===== config.mk =====
export PLATFORM = sky130hd
export DESIGN_NAME = ps2_key_tracker
export DESIGN_NICKNAME = d
export VERILOG_FILES = /design/src/rtl/ps2_key_tracker.sv
export SDC_FILE = /design/constraint.sdc
export NUM_CORES = 1
export LEC_CHECK = 0
export BUFFER_PORTS_ARGS = -buffer_cell sky130_fd_sc_hd__clkbuf_2
export CORE_AREA = 2 2 116 118
export CTS_BUF_LIST = sky130_fd_sc_hd__clkbuf_4 sky130_fd_sc_hd__clkbuf_8
export DETAILED_ROUTE_END_ITERATION = 16
export DIE_AREA = 0 0 118 120
export GPL_TIMING_DRIVEN = 0
export SYNTH_ARGS = -nofsm -noshare
export SYNTH_HDL_FRONTEND = slang
export SYNTH_SLANG_ARGS = --single-unit

===== constraint.sdc =====
create_clock -name clk -period 6.8 [get_ports clk]
set_input_delay 1.36 -clock clk [delete_from_list [all_inputs] [get_ports clk]]
set_output_delay 1.36 -clock clk [all_outputs]
set_load 0.005 [all_outputs]

===== src/rtl/ps2_key_tracker.sv =====
// PS/2 scan-code tracker: pops bytes from a keyboard FIFO, decodes E0/F0 prefixes into make/break
// events, queues them behind valid/ready and tracks the held key. PS2_SHIFT_CASE_EN adds shift-aware ASCII.
module ps2_key_tracker #(
    parameter int unsigned CNT_W         = 16,
    parameter int unsigned QDEPTH        = 4,
    parameter int unsigned FILTER_REPEAT = 1
) (
    input  logic             clk,
    input  logic             clrn,
    input  logic             in_ready,
    input  logic [7:0]       in_data,
    output logic             in_nextdata_n,
    output logic             ev_valid,
    input  logic             ev_ready,
    output logic [7:0]       ev_code,
    output logic             ev_ext,
    output logic             ev_break,
    output logic [7:0]       ev_ascii,
    output logic             held,
    output logic [8:0]       held_code,
    output logic [CNT_W-1:0] press_cnt,
    output logic             drop
);
    localparam int unsigned AW = $clog2(QDEPTH);

    typedef enum logic [1:0] {S_IDLE, S_EXT, S_BRK, S_EXT_BRK} state_t;
`ifdef PS2_SHIFT_CASE_EN
    typedef struct packed { logic [7:0] code; logic ext; logic brk; logic shift; } ev_t;
`else
    typedef struct packed { logic [7:0] code; logic ext; logic brk; } ev_t;
`endif

    logic             r_nextdata_n;
    logic [7:0]       r_byte;
    state_t           r_state, w_state_nxt;
    logic             w_gen, w_gen_ext, w_gen_brk, w_repeat, w_accept;
    logic [8:0]       w_key;
    logic             r_ev_vld;
    ev_t              r_ev, w_ev, w_head;
    ev_t              r_q [QDEPTH];
    logic [AW:0]      r_wp, r_rp;
    logic             w_empty, w_full, w_push, w_pop;
    logic             r_held;
    logic [8:0]       r_held_code;
    logic [CNT_W-1:0] r_press_cnt;
    logic             r_drop;

    function automatic logic [7:0] f_ascii(input logic [7:0] code, input logic upper);
        logic [7:0] a;
        case (code)
            8'h1C: a = 8'h61; 8'h32: a = 8'h62; 8'h21: a = 8'h63; 8'h23: a = 8'h64;
            8'h24: a = 8'h65; 8'h2B: a = 8'h66; 8'h34: a = 8'h67; 8'h33: a = 8'h68;
            8'h43: a = 8'h69; 8'h3B: a = 8'h6A; 8'h42: a = 8'h6B; 8'h4B: a = 8'h6C;
            8'h3A: a = 8'h6D; 8'h31: a = 8'h6E; 8'h44: a = 8'h6F; 8'h4D: a = 8'h70;
            8'h15: a = 8'h71; 8'h2D: a = 8'h72; 8'h1B: a = 8'h73; 8'h2C: a = 8'h74;
            8'h3C: a = 8'h75; 8'h2A: a = 8'h76; 8'h1D: a = 8'h77; 8'h22: a = 8'h78;
            8'h35: a = 8'h79; 8'h1A: a = 8'h7A;
            8'h45: a = 8'h30; 8'h16: a = 8'h31; 8'h1E: a = 8'h32; 8'h26: a = 8'h33;
            8'h25: a = 8'h34; 8'h2E: a = 8'h35; 8'h36: a = 8'h36; 8'h3D: a = 8'h37;
            8'h3E: a = 8'h38; 8'h46: a = 8'h39;
            8'h52: a = 8'h27; 8'h41: a = 8'h2C; 8'h4E: a = 8'h2D; 8'h49: a = 8'h2E;
            8'h4A: a = 8'h2F; 8'h4C: a = 8'h3B; 8'h55: a = 8'h3D; 8'h54: a = 8'h5B;
            8'h5D: a = 8'h5C; 8'h5B: a = 8'h5D; 8'h0E: a = 8'h60;
            default: a = 8'h00;
        endcase
        if (upper && (a >= 8'h61) && (a <= 8'h7A)) a = a - 8'h20;
        return a;
    endfunction

    // Byte fetch: one pop strobe, then a forced bubble cycle
    always_ff @(posedge clk) begin
        if (!clrn) begin
            r_nextdata_n <= 1'b1;
            r_byte       <= 8'h00;
        end else begin
            r_nextdata_n <= !(in_ready && r_nextdata_n);
            if (in_ready && r_nextdata_n) r_byte <= in_data;
        end
    end

    always_ff @(posedge clk) begin
        if (!clrn) r_state <= S_IDLE;
        else       r_state <= w_state_nxt;
    end

    // Prefix parser; a latched byte is valid while the pop strobe is low
    always_comb begin
        w_state_nxt = r_state;
        w_gen       = 1'b0;
        w_gen_ext   = 1'b0;
        w_gen_brk   = 1'b0;
        if (!r_nextdata_n) begin
            case (r_state)
                S_IDLE: begin
                    if (r_byte == 8'hF0)      w_state_nxt = S_BRK;
                    else if (r_byte == 8'hE0) w_state_nxt = S_EXT;
                    else if (!(r_byte == 8'hAA || r_byte == 8'hFA ||
                               r_byte == 8'hFE || r_byte == 8'hEE)) w_gen = 1'b1;
                end
                S_EXT: begin
                    if (r_byte == 8'hF0) w_state_nxt = S_EXT_BRK;
                    else if (r_byte != 8'hE0) begin
                        w_gen       = 1'b1;
                        w_gen_ext   = 1'b1;
                        w_state_nxt = S_IDLE;
                    end
                end
                S_BRK: begin
                    w_gen       = 1'b1;
                    w_gen_brk   = 1'b1;
                    w_state_nxt = S_IDLE;
                end
                S_EXT_BRK: begin
                    w_gen       = 1'b1;
                    w_gen_ext   = 1'b1;
                    w_gen_brk   = 1'b1;
                    w_state_nxt = S_IDLE;
                end
                default: w_state_nxt = S_IDLE;
            endcase
        end
    end

    assign w_key    = {w_gen_ext, r_byte};
    assign w_repeat = (FILTER_REPEAT != 0) && r_held && (r_held_code == w_key);
    assign w_accept = w_gen && (w_gen_brk || !w_repeat);

`ifdef PS2_SHIFT_CASE_EN
    logic r_shift, w_shift_nxt, w_shift_key;
    assign w_shift_key = !w_gen_ext && (r_byte == 8'h12 || r_byte == 8'h59);
    assign w_shift_nxt = (w_gen && w_shift_key) ? !w_gen_brk : r_shift;
    always_ff @(posedge clk) begin
        if (!clrn) r_shift <= 1'b0;
        else       r_shift <= w_shift_nxt;
    end
    assign w_ev = '{code: r_byte, ext: w_gen_ext, brk: w_gen_brk, shift: w_shift_nxt};
`else
    assign w_ev = '{code: r_byte, ext: w_gen_ext, brk: w_gen_brk};
`endif

    // Event stage and held-key / press tracking
    always_ff @(posedge clk) begin
        if (!clrn) begin
            r_ev_vld    <= 1'b0;
            r_ev        <= '0;
            r_held      <= 1'b0;
            r_held_code <= 9'h000;
            r_press_cnt <= '0;
        end else begin
            r_ev_vld <= w_accept;
            r_ev     <= w_ev;
            if (w_gen && !w_gen_brk && !w_repeat) begin
                r_press_cnt <= r_press_cnt + CNT_W'(1);
                r_held      <= 1'b1;
                r_held_code <= w_key;
            end else if (w_gen && w_gen_brk && (r_held_code == w_key)) begin
                r_held <= 1'b0;
            end
        end
    end

    assign w_empty = (r_wp == r_rp);
    assign w_full  = (r_wp[AW] != r_rp[AW]) && (r_wp[AW-1:0] == r_rp[AW-1:0]);
    assign w_pop   = !w_empty && ev_ready;
    assign w_push  = r_ev_vld && (!w_full || w_pop);

    always_ff @(posedge clk) begin
        if (!clrn) begin
            r_wp   <= '0;
            r_rp   <= '0;
            r_drop <= 1'b0;
        end else begin
            if (w_push) r_wp <= r_wp + (AW+1)'(1);
            if (w_pop)  r_rp <= r_rp + (AW+1)'(1);
            if (r_ev_vld && !w_push) r_drop <= 1'b1;
        end
    end

    always_ff @(posedge clk) begin
        if (w_push) r_q[r_wp[AW-1:0]] <= r_ev;
    end

    assign w_head        = r_q[r_rp[AW-1:0]];
    assign ev_valid      = !w_empty;
    assign ev_code       = w_empty ? 8'h00 : w_head.code;
    assign ev_ext        = !w_empty && w_head.ext;
    assign ev_break      = !w_empty && w_head.brk;
`ifdef PS2_SHIFT_CASE_EN
    assign ev_ascii      = (w_empty || w_head.ext) ? 8'h00 : f_ascii(w_head.code, w_head.shift);
`else
    assign ev_ascii      = (w_empty || w_head.ext) ? 8'h00 : f_ascii(w_head.code, 1'b0);
`endif
    assign in_nextdata_n = r_nextdata_n;
    assign held          = r_held;
    assign held_code     = r_held_code;
    assign press_cnt     = r_press_cnt;
    assign drop          = r_drop;

endmodule


==> results.json, run 1 <==
{
  "worst_pin_slew_ps": 1080,
  "syn_nets": 538,
  "clk_latency_ps": 360,
  "die-width_um": 118,
  "cts_resized": 0,
  "hold_buffers": 0,
  "relSlewSlack": 0.275,
  "report.final.hold_viol_count": 0,
  "period_share": 0.726,
  "syn-cell-area_mm2": 0.00505,
  "ios": 59,
  "top_usage_layer": "met2",
  "drv_cap": 0,
  "ys_types": 65,
  "synthArstFlopShare": 0,
  "startpoint_type": "register",
  "dp_slack_ps": 2290,
  "grt_pass1_vias": 4062,
  "use_met1": 0.232,
  "dp.cells": 745,
  "finalNetCount": 606,
  "first_iter_violations": 341,
  "num_antenna_cells": 0,
  "design.core.area_mm2": 0.0130,
  "yosysTopAreaCell": "edfxtp_1",
  "clock_sinks": 97,
  "h-tree-depth": 3,
  "first_pass_iters": 6,
  "ys_ff_latch": 97,
  "ys_warn_count": 0,
  "ys_seq_area_frac": 0.464,
  "syn2layout_area_growth_pct": 14.7,
  "setup_viol": 0,
  "tns_ps": 0,
  "root_buffer": "clkbuf_8",
  "slew_viol_final": 0,
  "ys.flop_type": "dfxtp_1",
  "use_met3": 0.0295,
  "die_area_mm2": 0.0142,
  "leakagePower_nw": 2.16,
  "cts_buffer_depth": 2,
  "finalCriticalPeriod_ps": 4940,
  "antenna_found_initial": 0,
  "vias_per_cell": 5.51,
  "r2r_start": "r_byte[6]",
  "cp_max_fo": 10,
  "rsz0062_at_grt": "false",
  "synth_area_per_cell_um2": 9.86,
  "netlist_instances": 512,
  "timing.fmax_mhz": 202,
  "instances_no_fill": 761,
  "start_util": 0.389,
  "fp.dieH_um": 120,
  "routed_wl_mm": 12.5,
  "place_hpwl_mm": 9.18,
  "holdWs_ps": 475,
  "dpl_cell_area_mm2": 0.00555,
  "cts_tree": "yes",
  "post_cts_buffers": 0,
  "setup_ws_ps": 1860,
  "r2r_end": "held_code[4]",
  "endpoint": "ev_ascii[1]",
  "r2r_slack_ps": 4420,
  "cts.clk_slew.worst_paths_ps": 90,
  "power_density_mw_per_mm2": 225,
  "grt_usage": 0.180,
  "status": "finished, final reports clean",
  "finalInstanceArea_mm2": 0.00579,
  "synth_area_leaders": "edfxtp_1 24%, dfxtp_1 23%, mux4_2 4.0%",
  "numPortBuffers": 57,
  "grt_pass1_wl_mm": 20.7,
  "synth_top_area_share": 0.238,
  "wl_per_cell_um": 16.4,
  "grt_max_degree": 17,
  "vias": 4195,
  "fin_total_pwr_mw": 1.31,
  "use_met2": 0.296,
  "place_congestion": 0.945,
  "cp.required_ps": 5440,
  "endpoint_kind": "primary output",
  "fin_util": 0.446,
  "critPathArrivalTime_ps": 3580,
  "ir_worst_vdd_mv": 0.123,
  "hold_class": "register to register",
  "path_class": "register to primary output",
  "drive_gt1_frac": 0.193,
  "drc_errors": 0,
  "overflow": 0,
  "ant_nets": 0,
  "num_rows": 42,
  "rr_worst_depth": 9,
  "finClkSkew_ps": 10.6,
  "synth-edff-count": 40,
  "numCtsBuffers": 9
}
==> power breakdown <==
part | total, mW | internal, mW | switching [mW]
registers | 0.636 | 0.620 | 0.0153
clock network | 0.440 | 0.247 | 0.193
logic | 0.230 | 0.0887 | 0.142
==> registers in the layout (all words and copies together) (netlist names), 2 cells and up, named ones only <==
register,count
r_state,2
r_rp,3
press_cnt,16
r_q,40
r_ev,10
held_code,9
r_wp,3
r_byte,8
==> final cells by class <==
type,instances,area [um^2]
clock buffers,10,131
clock inverters,6,108
fillers,1287,7190
plain buffers,33,178
repair buffers,57,285
inverters,23,86.3
flip-flops and latches,97,2340
well taps,176,220
multi-input cells,359,2440
==> cell families after synthesis <==
group / after synthesis / synth area share
AOI/OAI and AO/OA: 125 / 0.161
and+or+nand+nor: 173 / 0.176
buffers and inverters: 56 / 0.0523
other: 1 / 0.000743
adders and majority gates: 14 / 0.0347
DFF: 97 / 0.464
xor gates and xnor gates: 17 / 0.0295
muxes: 29 / 0.0820
==> cell usage after synthesis, types with 3 or more instances <==
| library cell | count |
|---|---|
| buf_2 | 12 |
| and2_1 | 8 |
| dfxtp_1 | 57 |
| nand2_1 | 40 |
| nand4_1 | 6 |
| edfxtp_1 | 40 |
| nor2_1 | 47 |
| a31oi_1 | 4 |
| nor3_1 | 11 |
| nor4_1 | 5 |
| mux2i_1 | 14 |
| mux2_2 | 4 |
| buf_4 | 4 |
| and3_1 | 3 |
| o2111ai_1 | 3 |
| nand3_1 | 18 |
| a21oi_1 | 39 |
| or3_1 | 7 |
| o21ai_1 | 12 |
| or4_1 | 9 |
| o21ai_0 | 13 |
| clkbuf_1 | 15 |
| o211ai_1 | 14 |
| inv_1 | 21 |
| o31ai_1 | 12 |
| xnor2_1 | 14 |
| a211oi_1 | 6 |
| xor2_1 | 3 |
| and4_1 | 4 |
| mux4_2 | 9 |
| ha_1 | 14 |
| nand2b_1 | 5 |
==> cells in the final DEF, fill, tap and decap left out, types with 4 or more instances in the layout <==
cell,n
dfxtp_1,57
clkbuf_2,57
nor2_1,47
nand2_1,40
edfxtp_1,40
a21oi_1,39
inv_1,21
nand3_1,18
clkbuf_1,15
mux2i_1,14
xnor2_1,14
o211ai_1,14
ha_1,14
o21ai_0,13
buf_2,12
o21ai_1,12
o31ai_1,12
nor3_1,11
mux4_2,9
or4_1,9
clkbuf_8,9
and2_1,8
or3_1,7
a211oi_1,6
nand4_1,6
nand2b_1,5
nor4_1,5
mux2_2,4
buf_4,4
a31oi_1,4
and4_1,4
==> layer usage <==
| metal | routed length [um] | vias up |
|---|---|---|
| met5 | 0 | - |
| met4 | 374 | 0 |
| met3 | 617 | 32 |
| met2 | 5860 | 155 |
| met1 | 5610 | 1968 |
| li1 | - | 2040 |
==> critical path, cell delays in order, from the launching register on <==
cell,delay (ps)
dfxtp_1,330
buf_6,160
buf_12,160
mux4_2,620
inv_1,220
ha_1,230
clkbuf_1,450
nor3_1,140
or4_4,510
a221oi_2,260
clkbuf_2,150
==> worst min path at each step <==
stage	endpoint	slack, ps	depth (start not counted)	from
3_3_place_gp	drop	450	2	drop
4_1_cts	drop	480	2	drop
2_1_floorplan	r_q[0][0]	440	0	r_ev[0]
5_1_grt	r_q[2][2]	490	0	r_ev[2]
3_5_place_dp	drop	470	2	drop
6_report	press_cnt[15]	480	2	press_cnt[15]
Note: power is estimated with default switching activity, not from simulation.
==> inputs of run 2 (changes only) <==
ABC_AREA = 1   (was unset)
CORE_AREA = 2 2 117 119   (was 2 2 116 118)
DIE_AREA = 0 0 119 121   (was 0 0 118 120)
clock period = 4.5 ns   (was 6.8 ns; I/O delays follow)
==> results.json, run 2 <==
{
  "clock_sinks": 97,
  "routed_wl_mm": 12.3,
  "synthArstFlopShare": 0,
  "ys_warn_count": 0,
  "synth_area_per_cell_um2": 7.78,
  "p_seq_frac": 0.487,
  "first_iter_violations": 269,
  "num_antenna_cells": 0,
  "rsz0062_at_grt": "false",
  "num_rows": 42,
  "drive_gt1_frac": 0.160,
  "period_share": 0.869,
  "finalNetCount": 760,
  "hold_class": "register to register",
  "die_area_mm2": 0.0144,
  "p_int_mw": 1.37,
  "numPortBuffers": 56,
  "cp.required_ps": 3600,
  "synth_top_area_share": 0.231,
  "slew_viol_final": 0,
  "first_pass_iters": 5,
  "h-tree-depth": 3,
  "drc_errors": 0,
  "design.core.area_mm2": 0.0131,
  "yosysTopAreaCell": "edfxtp_1",
  "start_util": 0.397,
  "mostFrequentLayoutCells": "164 x nand2_1, 70 x nor2_1, 65 x inv_1",
  "endpoint_kind": "primary output",
  "ys.flop_type": "dfxtp_1",
  "place_congestion": 0.919,
  "crit_slowest_cell": "o21ai_0",
  "power_frac_clock": 0.280,
  "synth_area_leaders": "edfxtp_1 23%, dfxtp_1 22%, nand2_1 12%",
  "cts_tree": "yes",
  "grt_max_degree": 17,
  "root_buffer": "clkbuf_8",
  "setup_viol": 0,
  "path_class": "register to primary output",
  "numCtsBuffers": 9,
  "synthTopCellsByCount": "164 x nand2_1, 70 x nor2_1, 65 x inv_1",
  "die-width_um": 119,
  "largest_register_ff_count": 40,
  "relSlewSlack": 0.274,
  "vias_per_cell": 5.00,
  "fin_total_pwr_mw": 1.99,
  "leakagePower_nw": 2.59,
  "mostFrequentLayoutCell": "nand2_1",
  "worst_pin_slew_ps": 1080,
  "post_cts_buffers": 0,
  "cpMostUsedCell": "nand2_1",
  "antenna_found_initial": 0,
  "wl_per_cell_um": 13.5,
  "power_density_mw_per_mm2": 339,
  "ant_nets": 0,
  "critPathArrivalTime_ps": 3010,
  "cts_resized": 0,
  "timing.fmax_mhz": 256,
  "hold_buffers": 0,
  "finClkSkew_ps": 9.74,
  "place_hpwl_mm": 9.39,
  "fp.dieH_um": 121,
  "drv_cap": 0,
  "cts_buffer_depth": 2,
  "status": "finished, final reports clean",
  "ys_seq_area_frac": 0.451,
  "tns_ps": 0,
  "clk_latency_ps": 360,
  "crit_path_max_incr_delay_ps": 440,
  "syn2layout_area_growth_pct": 13.4,
  "netlist_instances": 667,
  "grt_usage": 0.178,
  "ys_ff_latch": 97,
  "ys_types": 43,
  "grt_pass1_vias": 4349,
  "syn_nets": 693,
  "cts.clk_slew.worst_paths_ps": 90,
  "cp_max_fo": 10,
  "r2r_start": "r_wp[0]",
  "overflow": 0,
  "ios": 59,
  "swShare": 0.314,
  "finalCriticalPeriod_ps": 3910,
  "grt_pass1_wl_mm": 20.8,
  "syn-cell-area_mm2": 0.00519,
  "min_from": "drop",
  "synth-edff-count": 40,
  "ir_worst_vdd_mv": 0.149,
  "startpoint_type": "register",
  "report.final.hold_viol_count": 0,
  "p_switching_mw": 0.627,
  "vias": 4575,
  "yosysMostFrequentCell": "nand2_1",
  "pwr-share-comb": 0.233,
  "cp_cell_sequence": "inv_1, buf_4, buf_6, nand2_1, o211ai_1, nand2_1, inv_1, ha_1, o21ai_0, o21ai_0, nand4_1, nand2_1, nand2_1, nor2_1, clkbuf_2"
}
==> run 2: cell type report <==
cell class | instances | area, um^2
buffer | 26 | 170
clock buffer | 10 | 131
inverter | 72 | 270
tap | 176 | 220
multi-input combinational | 472 | 2410
timing repair buffer | 56 | 280
fill | 1336 | 7200
sequential | 97 | 2340
clock inverter | 6 | 66.3
==> run 2: power by group through the flow <==
stage	registers, mW	clock network, mW	logic [mW]
after floorplan	0.984	0	0.329
after global placement	0.991	0	0.465
after detailed placement	0.992	0	0.460
after CTS	0.972	0.578	0.462
after global routing	0.977	0.611	0.521
final	0.971	0.559	0.464
==> run 2: cell families after synthesis <==
logic type               Yosys count  share of synthesized area
AND/OR/NAND/NOR                  331                      0.283
buffers and inverters             98                     0.0848
XOR/XNOR                          24                     0.0405
AO/OA/AOI/OAI                    102                      0.106
flip-flops                        97                      0.451
other                              1                   0.000722
adder cells (fa/ha/maj)           14                     0.0337
==> run 2: stage by stage <==
| stage | setup slack, ps | utilization | instances | hold slack, ps | area (um^2) |
|---|---|---|---|---|---|
| 3_5_place_dp | 1020 | 0.435 | 899 | 450 | 5690 |
| 3_3_place_gp | 989 | 0.435 | 899 | 439 | 5690 |
| 2_1_floorplan | 1630 | - | 667 | 438 | 5190 |
| 6_report | 590 | 0.450 | 915 | 458 | 5890 |
| 4_1_cts | 601 | 0.450 | 915 | 463 | 5890 |
| 5_1_grt | 343 | 0.450 | 915 | 498 | 5890 |
==> run 2: path summary, 6_finish.rpt <==
| kind | to | slack [ps] | cells after the start |
|---|---|---|---|
| hold reg to reg | drop | 460 | 2 |
| setup / recovery | ev_ascii[4] | 590 | 15 |
| setup reg to reg | r_wp[2] | 2260 | 9 |
| hold / removal | drop | 460 | 2 |
==> run 2: layer usage <==
layer,global-route usage,vias to the layer above,part of all wire
li1,-,2313,-
met1,0.217,2084,0.44
met2,0.310,148,0.48
met3,0.0254,30,0.046
met4,0.0856,0,0.031
met5,0,-,0
==> run 2: critical path, delay by kind of cell, from the launching register on <==
| family | cells | cell delay (ps) |
|---|---|---|
| buffers and inverters | 5 | 660 |
| AO/OA/AOI/OAI | 3 | 660 |
| AND/OR/NAND/NOR | 6 | 590 |
| flip-flops | 1 | 400 |
| adder cells (fa/ha/maj) | 1 | 340 |
